[config.mk]
export PLATFORM = sky130hd
export DESIGN_NAME = radio_en_sequencer
export DESIGN_NICKNAME = d
export VERILOG_FILES = /design/src/rtl/radio_en_sequencer.sv
export SDC_FILE = /design/constraint.sdc
export NUM_CORES = 1
export LEC_CHECK = 0
export ABC_AREA = 1
export CAP_MARGIN = 20
export CORE_MARGIN = 8
export CORE_UTILIZATION = 35
export DETAILED_ROUTE_END_ITERATION = 12
export GPL_ROUTABILITY_DRIVEN = 0
export SETUP_SLACK_MARGIN = 0.05
export SYNTH_ARGS = -nofsm -noshare
export SYNTH_HDL_FRONTEND = slang
export SYNTH_SLANG_ARGS = --single-unit
[constraint.sdc]
create_clock -name ck -period 1.5 [get_ports ck]
set_input_delay 0.3 -clock ck [delete_from_list [all_inputs] [get_ports ck]]
set_output_delay 0.3 -clock ck [all_outputs]
set_load 0.02 [all_outputs]
[src/rtl/radio_en_sequencer.sv]
// Per-channel radio enable / receive-enable sequencer with guard interval,
// optional output pipeline and a zero-latency isolation clamp.
module radio_en_sequencer #(
  parameter int NCH     = 2,
  parameter int GUARD_W = 4,
  parameter int PIPE    = 0
) (
  input  logic               ck,
  input  logic               arst,
  input  logic               isolate,
  input  logic [GUARD_W-1:0] guard_cycles,
  input  logic [NCH-1:0]     enable_req,
  input  logic [NCH-1:0]     rx_en_req,
  output logic [NCH-1:0]     radio_en,
  output logic [NCH-1:0]     radio_rx_en,
  output logic [NCH-1:0]     busy,
  output logic [NCH-1:0]     abort_pulse
);

  typedef enum logic [2:0] {
    ST_OFF     = 3'd0,
    ST_EN_ONLY = 3'd1,
    ST_RAMP_UP = 3'd2,
    ST_RX_ON   = 3'd3,
    ST_RAMP_DN = 3'd4
  } state_t;

  localparam int               BW       = 4 * NCH;
  localparam logic [GUARD_W-1:0] CNT_ZERO = {GUARD_W{1'b0}};
  localparam logic [GUARD_W-1:0] CNT_ONE  = GUARD_W'(1'b1);

  state_t             state_r    [NCH];
  state_t             state_nx_s [NCH];
  logic [GUARD_W-1:0] cnt_r      [NCH];
  logic [GUARD_W-1:0] cnt_nx_s   [NCH];

  logic [NCH-1:0] any_req_s;
  logic [NCH-1:0] abort_nx_s;
  logic [NCH-1:0] en_nx_s;
  logic [NCH-1:0] rx_nx_s;
  logic [NCH-1:0] busy_nx_s;

  logic [NCH-1:0] en_r;
  logic [NCH-1:0] rx_r;
  logic [NCH-1:0] busy_r;
  logic [NCH-1:0] abort_r;

  logic [BW-1:0]  fsm_bus_s;
  logic [BW-1:0]  out_bus_s;
  logic [BW-1:0]  gated_bus_s;

  // A receive request implies the radio itself must be enabled.
  assign any_req_s = enable_req | rx_en_req;

  // State and guard-counter registers for every channel
  always_ff @(posedge ck or posedge arst) begin
    if (arst) begin
      for (int i = 0; i < NCH; i++) begin
        state_r[i] <= ST_OFF;
        cnt_r[i]   <= CNT_ZERO;
      end
    end else begin
      for (int i = 0; i < NCH; i++) begin
        state_r[i] <= state_nx_s[i];
        cnt_r[i]   <= cnt_nx_s[i];
      end
    end
  end

  // Next-state, counter and abort decisions per channel
  always_comb begin
    for (int i = 0; i < NCH; i++) begin
      state_nx_s[i] = state_r[i];
      cnt_nx_s[i]   = cnt_r[i];
      abort_nx_s[i] = 1'b0;
      if (isolate) begin
        state_nx_s[i] = ST_OFF;
        cnt_nx_s[i]   = CNT_ZERO;
      end else begin
        case (state_r[i])
          ST_OFF: begin
            if (rx_en_req[i]) begin
              state_nx_s[i] = ST_RAMP_UP;
              cnt_nx_s[i]   = guard_cycles;
            end else if (any_req_s[i]) begin
              state_nx_s[i] = ST_EN_ONLY;
            end else begin
              state_nx_s[i] = ST_OFF;
            end
          end
          ST_EN_ONLY: begin
            if (rx_en_req[i]) begin
              state_nx_s[i] = ST_RAMP_UP;
              cnt_nx_s[i]   = guard_cycles;
            end else if (!any_req_s[i]) begin
              state_nx_s[i] = ST_OFF;
            end else begin
              state_nx_s[i] = ST_EN_ONLY;
            end
          end
          ST_RAMP_UP: begin
            if (!rx_en_req[i]) begin
              abort_nx_s[i] = 1'b1;
              state_nx_s[i] = enable_req[i] ? ST_EN_ONLY : ST_OFF;
            end else if (cnt_r[i] == CNT_ZERO) begin
              state_nx_s[i] = ST_RX_ON;
            end else begin
              cnt_nx_s[i]   = cnt_r[i] - CNT_ONE;
            end
          end
          ST_RX_ON: begin
            if (!rx_en_req[i]) begin
              if (enable_req[i]) begin
                state_nx_s[i] = ST_EN_ONLY;
              end else begin
                state_nx_s[i] = ST_RAMP_DN;
                cnt_nx_s[i]   = guard_cycles;
              end
            end else begin
              state_nx_s[i] = ST_RX_ON;
            end
          end
          ST_RAMP_DN: begin
            // Re-request wins over everything, then plain enable, then the guard.
            if (rx_en_req[i]) begin
              state_nx_s[i] = ST_RAMP_UP;
              cnt_nx_s[i]   = guard_cycles;
            end else if (enable_req[i]) begin
              state_nx_s[i] = ST_EN_ONLY;
            end else if (cnt_r[i] == CNT_ZERO) begin
              state_nx_s[i] = ST_OFF;
            end else begin
              cnt_nx_s[i]   = cnt_r[i] - CNT_ONE;
            end
          end
          default: begin
            state_nx_s[i] = ST_OFF;
            cnt_nx_s[i]   = CNT_ZERO;
          end
        endcase
      end
    end
  end

  // Output decode from the next state so the FSM outputs land in registers
  always_comb begin
    for (int i = 0; i < NCH; i++) begin
      en_nx_s[i]   = 1'b0;
      rx_nx_s[i]   = 1'b0;
      busy_nx_s[i] = 1'b0;
      case (state_nx_s[i])
        ST_OFF: begin
          en_nx_s[i]   = 1'b0;
        end
        ST_EN_ONLY: begin
          en_nx_s[i]   = 1'b1;
        end
        ST_RAMP_UP: begin
          en_nx_s[i]   = 1'b1;
          busy_nx_s[i] = 1'b1;
        end
        ST_RX_ON: begin
          en_nx_s[i]   = 1'b1;
          rx_nx_s[i]   = 1'b1;
        end
        ST_RAMP_DN: begin
          en_nx_s[i]   = 1'b1;
          busy_nx_s[i] = 1'b1;
        end
        default: begin
          en_nx_s[i]   = 1'b0;
        end
      endcase
    end
  end

  // FSM output registers
  always_ff @(posedge ck or posedge arst) begin
    if (arst) begin
      en_r    <= {NCH{1'b0}};
      rx_r    <= {NCH{1'b0}};
      busy_r  <= {NCH{1'b0}};
      abort_r <= {NCH{1'b0}};
    end else begin
      en_r    <= en_nx_s;
      rx_r    <= rx_nx_s;
      busy_r  <= busy_nx_s;
      abort_r <= abort_nx_s;
    end
  end

  assign fsm_bus_s = {abort_r, busy_r, rx_r, en_r};

  generate
    if (PIPE == 0) begin : g_nopipe
      assign out_bus_s = fsm_bus_s;
    end else begin : g_pipe
      logic [BW-1:0] pipe_r [PIPE];

      // Equal-delay retiming of all four output groups; isolate flushes it
      always_ff @(posedge ck or posedge arst) begin
        if (arst) begin
          for (int k = 0; k < PIPE; k++) begin
            pipe_r[k] <= {BW{1'b0}};
          end
        end else if (isolate) begin
          for (int k = 0; k < PIPE; k++) begin
            pipe_r[k] <= {BW{1'b0}};
          end
        end else begin
          pipe_r[0] <= fsm_bus_s;
          for (int k = 1; k < PIPE; k++) begin
            pipe_r[k] <= pipe_r[k-1];
          end
        end
      end

      assign out_bus_s = pipe_r[PIPE-1];
    end
  endgenerate

  // Isolation clamp is combinational so it takes effect in the same cycle.
  assign gated_bus_s = {BW{~isolate}} & out_bus_s;
  assign {abort_pulse, busy, radio_rx_en, radio_en} = gated_bus_s;

endmodule

==> results.py, run 1 <==
metrics = {
    "floorplanning": {
        "dieArea_um2": 6770,
        "fp.dieW_um": 82.3,
        "die_h_um": 82.3,
        "core-area_um2": 4290,
        "io_pins": 19,
        "num_rows": 24,
        "start_util_pct": 35.8,
    },
    "pwr": {
        "switching_share_pct": 29.0,
        "power_switching_mw": 0.478,
        "seq_power_share_pct": 40.3,
        "p_leak_nw": 1.12,
        "clockPowerShare_pct": 33.1,
        "worst_ir_drop_vdd_v": 0.000274,
        "powerDensity_nw_per_um2": 838,
        "p_comb_share_pct": 26.6,
        "p_int_mw": 1.17,
    },
    "min_path": {
        "worstHoldPathType": "input pin to async pin",
    },
    "clock_tree": {
        "cts_tree": "yes",
        "cts_root_buf": "clkbuf_8",
        "ctsHoldBuffers": 0,
        "cts_buffers": 3,
        "path_clk_slew_ps": 80,
        "clk_latency_ps": 260,
        "cts_sinks": 22,
        "cts_buffer_depth": 2,
        "htreeDepth": 1,
    },
    "final_layout": {
        "multi_input_area_um2": 825,
        "fin_nets": 279,
        "design_area_um2": 1960,
        "diodes": 0,
        "area_delta_synth_final_pct": 27.8,
        "nFillCells": 454,
        "stdcell_count": 317,
        "seq_area_um2": 551,
        "drive_gt1_share_pct": 27.2,
        "finish.utilization_pct": 45.7,
    },
    "logic_synthesis": {
        "synthCells": 229,
        "syn_avg_cell_area_um2": 6.71,
        "yosysSeqAreaShare_pct": 35.8,
        "ys_types": 25,
        "syn-cell-area_um2": 1540,
        "yosys-top-cells-area": "dfrtp_1, nand2_1, inv_1, nor2_1, nand3_1",
        "synth_top_area_share_pct": 35.8,
        "ys_ff_latch": 22,
        "syn_nets": 242,
        "synth_largest_area_cell": "dfrtp_1",
        "synth-warning-count": 0,
    },
    "run_status": {
        "status": "finished clean",
    },
    "worst_setup_path": {
        "path_cells": "inv_1, ha_4, nand3_4, xor2_1, o21ai_0, nand2_1, nand2_1",
        "cp.depth": 7,
        "crit_start": "cnt_r[4]",
        "r2r_end": "cnt_r[4]",
        "r2r_start": "cnt_r[4]",
        "critPathKind": "flip-flop to flip-flop",
        "required_ps": 1700,
        "crit_path_max_incr_delay_ps": 380,
        "critPathMostFrequentCell": "nand2_1",
        "worst_ep_arrival_time_ps": 1540,
        "critPathMaxFanout": 7,
        "start_kind": "flip-flop",
        "cpMaxStageDelayCell": "dfrtp_1",
        "r2r_slack_ps": 160,
        "ff2ff_path_depth": 7,
        "critPathTopFamily": "flip-flops",
        "crit_path_end_kind": "flip-flop",
        "cp.buffers_inverters": 1,
    },
    "grt": {
        "grt_use_total_pct": 10.6,
        "overflow": 0,
        "grt_pass1_vias": 1349,
        "grt_max_degree": 23,
        "antenna_found_initial": 0,
        "grt_first_pass_wirelength_um": 5740,
    },
    "sta": {
        "final_max_slew_viol_count": 0,
        "slew_headroom_pct": 74.0,
        "final.period_utilization_pct": 89.2,
        "finalSetupViolations": 0,
        "clock.fmax_mhz": 747,
        "rsz0062_at_grt": "false",
        "skew_ps": 2.76,
        "tightest_slew_ps": 389,
        "fin_crit_ps": 1340,
        "hold_viol": 0,
    },
    "detailed_routing": {
        "drt.antenna.violating_nets": 0,
        "drt_iter0_drc": 72,
        "drc": 0,
        "wire_per_inst_um": 10.7,
        "vias": 1423,
        "dr.pass1.iters": 4,
        "totalWireLength_um": 3380,
        "vias_per_cell": 4.49,
    },
    "flow_run": {
        "drv_cap": 0,
    },
    "placed_design": {
        "dpl_cell_area_um2": 1880,
        "port_buffers": 18,
        "place_inst": 311,
        "hpwl_um": 2620,
    },
}
## synth_stat cells, drive strengths merged
master and count:
buf 2, o211ai 2, nand3 25, nand4 5, dfrtp 22, nand2 79
nor3 1, nor2 31, a21oi 5, clkbuf 1, xor2 2, o21ai 6
ha 2, inv 46
## cell usage in the layout (no fill, tap or decap)
| cell type | instances |
|---|---|
| o21ai_1 | 1 |
| dfrtp_1 | 22 |
| nand2_1 | 69 |
| nor3_1 | 1 |
| nand3_2 | 7 |
| o211ai_1 | 2 |
| nand3_4 | 2 |
| ha_4 | 1 |
| nand2_2 | 9 |
| xor2_1 | 2 |
| buf_2 | 9 |
| dlymetal6s2s_1 | 1 |
| a21oi_1 | 4 |
| o21ai_0 | 4 |
| nor2_2 | 4 |
| buf_6 | 2 |
| buf_4 | 14 |
| a21oi_2 | 1 |
| inv_2 | 12 |
| nand3_1 | 16 |
| nor2_4 | 2 |
| inv_1 | 32 |
| inv_4 | 2 |
| bufinv_16 | 1 |
| nand2_4 | 1 |
| clkbuf_8 | 3 |
| nor2_1 | 25 |
| nand4_1 | 5 |
| o21ai_2 | 1 |
| ha_2 | 1 |
| clkdlybuf4s50_1 | 9 |
## flip-flops by register name, indices dropped and copies added, names as in the netlist
register	flops
state_r	6
rx_r	2
cnt_r	8
busy_r	2
en_r	2
abort_r	2
## logic make-up (layout without fill, tap and decap cells)
| family | after synthesis | in the layout | synth area share [%] |
|---|---|---|---|
| AND/OR/NAND/NOR | 141 | 141 | 43.7 |
| buffers and inverters | 49 | 85 | 12.6 |
| flip-flops | 22 | 22 | 35.8 |
| AO/OA/AOI/OAI | 13 | 13 | 5.05 |
| adder cells (fa/ha/maj) | 2 | 2 | 1.63 |
| XOR/XNOR | 2 | 2 | 1.14 |
## per-stage QoR
| step | hold WS, ps | setup TNS (ps) | total power [mW] | setup WS, ps |
|---|---|---|---|---|
| after detailed placement | 465 | -7900 | 1.09 | -390 |
| after CTS | 376 | 0 | 1.66 | 44.7 |
| after global placement | 465 | -7770 | 1.08 | -383 |
| final | 369 | 0 | 1.65 | 162 |
| after floorplan | 289 | 0 | 0.950 | 234 |
| after global routing | 398 | 0 | 1.76 | 61.5 |
## worst register-to-register path: stages, from the launching register on
cell and delay, ps:
dfrtp_1 380, inv_1 110, ha_4 170, nand3_4 120, xor2_1 170, o21ai_0 190
nand2_1 80, nand2_1 60
## final cells by class
type / count / share of cell area (%)
multi-input combinational: 158 / 42.0
sequential: 22 / 28.0
timing repair buffer: 35 / 14.0
inverter: 46 / 9.04
tap: 52 / 3.31
clock buffer: 3 / 2.10
clock inverter: 1 / 1.53
## timing repair
action	4_1_cts	5_1_grt
cloned	0	1
resized for setup	39	6
buffers inserted	0	1
endpoints found under the setup margin	17	19
## layer usage
layer | vias to the layer above | track usage [%] | wire (um)
met1 | 638 | 11.7 | 1480
met4 | 0 | 4.74 | 51
met3 | 4 | 1.62 | 104
li1 | 767 | - | -
met2 | 14 | 19.5 | 1750
met5 | - | 0 | 0
## how the worst max path moves through the flow
stage / endpoint / slack (ps)
global placement: busy[0] / -380
floorplan: en_r[1] / 230
detailed placement: busy[1] / -390
global route: cnt_r[5] / 60
CTS: cnt_r[5] / 40
finish: cnt_r[4] / 160
## power groups by stage
stage	clock [mW]	sequential, mW	combinational [mW]
CTS	0.571	0.663	0.424
global route	0.593	0.669	0.499
floorplan	0	0.668	0.282
detailed placement	0	0.675	0.416
finish	0.545	0.664	0.438
global placement	0	0.675	0.409
(Power assumes the default switching activity.)
==> run 2, diff against run 1 <==
CAP_MARGIN = unset   (was 20)
CORE_MARGIN = unset   (was 8)
CORE_UTILIZATION = 45   (was 35)
PLACE_DENSITY = 0.67   (was unset)
==> run 2 against run 1 <==
Compared with the run above: final cell count down 2.5%; sequential cell count stayed put; worst hold slack lost 85 ps; non-clock buffer count unchanged; global-route usage increased by 8.4 points; die area fell by 46%; clock power down 14%; worst setup slack got worse by 14 ps; critical endpoint is now en_r[0]; largest cell class unchanged; largest power group unchanged.
==> results.py, run 2 (same netlist as run 1, synthesis figures left out) <==
metrics = {
    "grt": {
        "grt_first_pass_wirelength_um": 5200,
        "antenna_found_initial": 0,
        "grt_pass1_vias": 1264,
        "overflow": 0,
        "grt_max_degree": 23,
        "grt_use_total_pct": 19.0,
    },
    "clock_tree": {
        "htreeDepth": 1,
        "post-cts-setup-buffers": 0,
        "cts_tree": "yes",
        "ctsHoldBuffers": 0,
        "cts_buffers": 3,
        "cts_root_buf": "clkbuf_4",
        "cts_sinks": 22,
        "path_clk_slew_ps": 130,
        "cts_buffer_depth": 2,
        "clk_latency_ps": 320,
    },
    "final_layout": {
        "stdcell_count": 309,
        "seq_area_um2": 552,
        "reg_top3": "cnt_r x8, state_r x6",
        "diodes": 0,
        "area_delta_synth_final_pct": 26.0,
        "multi_input_area_um2": 830,
        "final_cell_mix": "nand2_1, inv_1, nor2_1",
        "final_common_cell": "nand2_1",
        "drive_gt1_share_pct": 26.0,
        "regMostFlops": "cnt_r",
        "largest_reg_flops": 8,
        "fin_nets": 279,
        "nFillCells": 330,
    },
    "floorplanning": {
        "io_pins": 19,
        "core-area_um2": 3150,
        "num_rows": 20,
        "dieArea_um2": 3650,
        "fp.dieW_um": 60.4,
        "start_util_pct": 48.7,
        "die_h_um": 60.4,
    },
    "sta": {
        "tightest_slew_ps": 281,
        "finalSetupViolations": 0,
        "skew_ps": 5.62,
        "final.period_utilization_pct": 90.1,
        "clock.fmax_mhz": 740,
        "final_max_slew_viol_count": 0,
        "hold_viol": 0,
        "slew_headroom_pct": 81.3,
        "fin_crit_ps": 1350,
        "rsz0062_at_grt": "false",
    },
    "detailed_routing": {
        "vias": 1470,
        "dr.pass1.iters": 4,
        "totalWireLength_um": 3220,
        "drt.antenna.violating_nets": 0,
        "wire_per_inst_um": 10.4,
        "drt_iter0_drc": 64,
        "drc": 0,
        "vias_per_cell": 4.76,
    },
    "pwr": {
        "p_comb_share_pct": 27.9,
        "p_int_mw": 1.08,
        "finalPower_mw": 1.58,
        "worst_ir_drop_vdd_v": 0.000494,
        "powerDensity_nw_per_um2": 814,
        "seq_power_share_pct": 42.2,
        "power_switching_mw": 0.492,
        "p_leak_nw": 1.11,
        "clockPowerShare_pct": 29.9,
        "switching_share_pct": 31.2,
    },
    "worst_setup_path": {
        "critPathTopFamily": "simple AND/OR/NAND/NOR gates",
        "critPathMostFrequentCell": "nand2_1",
        "r2r_start": "cnt_r[5]",
        "cpMaxStageDelayCell": "dfrtp_1",
        "cp.buffers_inverters": 2,
        "crit_path_max_incr_delay_ps": 410,
        "crit_start": "cnt_r[5]",
        "crit_path_end_kind": "flip-flop",
        "critPathMaxFanout": 7,
        "required_ps": 1730,
        "worst_ep_arrival_time_ps": 1580,
        "path_cells": "inv_1, ha_4, nand3_4, nand3_1, nand2_1, nand3_1, nand2_1, inv_1, nand2_1",
        "critPathKind": "flip-flop to flip-flop",
        "start_kind": "flip-flop",
    },
    "placed_design": {
        "port_buffers": 18,
        "place_inst": 304,
        "hpwl_um": 2420,
    },
    "min_path": {
        "worstHoldPathType": "input pin to async pin",
    },
    "run_status": {
        "status": "finished clean",
    },
    "flow_run": {
        "drv_cap": 0,
    },
}
-- run 2: changes by cell type in the layout (fill, tap and decap cells not counted), moves of 2 or more --
cell      previous run  this run
clkbuf_4             0         3
nand3_2              7         5
inv_1               32        34
o21ai_0              4         2
nand3_1             16        18
o21ai_1              1         3
clkbuf_8             3         0
-- run 2: power by group through the flow --
stage          clock, mW  combinational, mW  sequential, mW
2_1_floorplan          0              0.282           0.668
3_3_place_gp           0              0.405           0.675
3_5_place_dp           0              0.412           0.675
4_1_cts            0.483              0.416           0.664
5_1_grt            0.501              0.492           0.670
6_report           0.471              0.440           0.665
-- run 2: worst reg2reg max path, delay by kind of cell (launching register included) --
family / cells / cell delay (ps)
buffers and inverters: 2 / 190
adders and majority gates: 1 / 170
DFF: 1 / 410
and+or+nand+nor: 6 / 480
-- run 2: final timing paths --
kind / cells past startpoint / slack (ps) / endpoint
worst max register to register: 9 / 150 / en_r[0]
worst max-delay path: 9 / 150 / en_r[0]
worst min-delay path: 3 / 280 / cnt_r[1]
min in group ck: 3 / 380 / abort_r[0]
worst min register to register: 2 / 500 / cnt_r[6]
max in group asynchronous: 3 / 970 / state_r[2]
-- run 2: layout make-up --
class | count | area share (%)
flip-flops and latches | 22 | 28.5
inverters | 46 | 9.05
clock buffers | 3 | 1.16
well taps | 44 | 2.84
repair buffers | 35 | 14.0
clock inverters | 1 | 1.55
multi-input cells | 158 | 42.9
-- run 2: per-stage QoR --
step	util (%)	TNS, ps	hold WS, ps	cell area [um^2]	setup WS (ps)
2_1_floorplan	-	0	289	1540	234
5_1_grt	61.4	0	353	1940	68.0
3_5_place_dp	59.4	-6760	476	1870	-423
6_report	61.4	0	284	1940	148
3_3_place_gp	59.4	-6260	465	1870	-379
4_1_cts	60.2	0	287	1900	47.5
-- run 2: routing by layer --
layer	GRT usage, %	routed length (um)	up-vias
met5	0	0	-
met4	6.82	33	0
met3	1.92	101	4
met2	34.1	1570	26
met1	23.7	1520	666
li1	-	-	774
-- run 2: what timing repair did --
action	CTS	global route
cloned	0	1
setup endpoints to repair	11	21
endpoints found under the hold margin	0	0
gates resized for setup	35	9
==> run 3, diff against run 2 <==
SKIP_LAST_GASP = 1   (was unset)
==> results of run 3 <==
Final layout, timing and power as in run 2 (identical DEF).
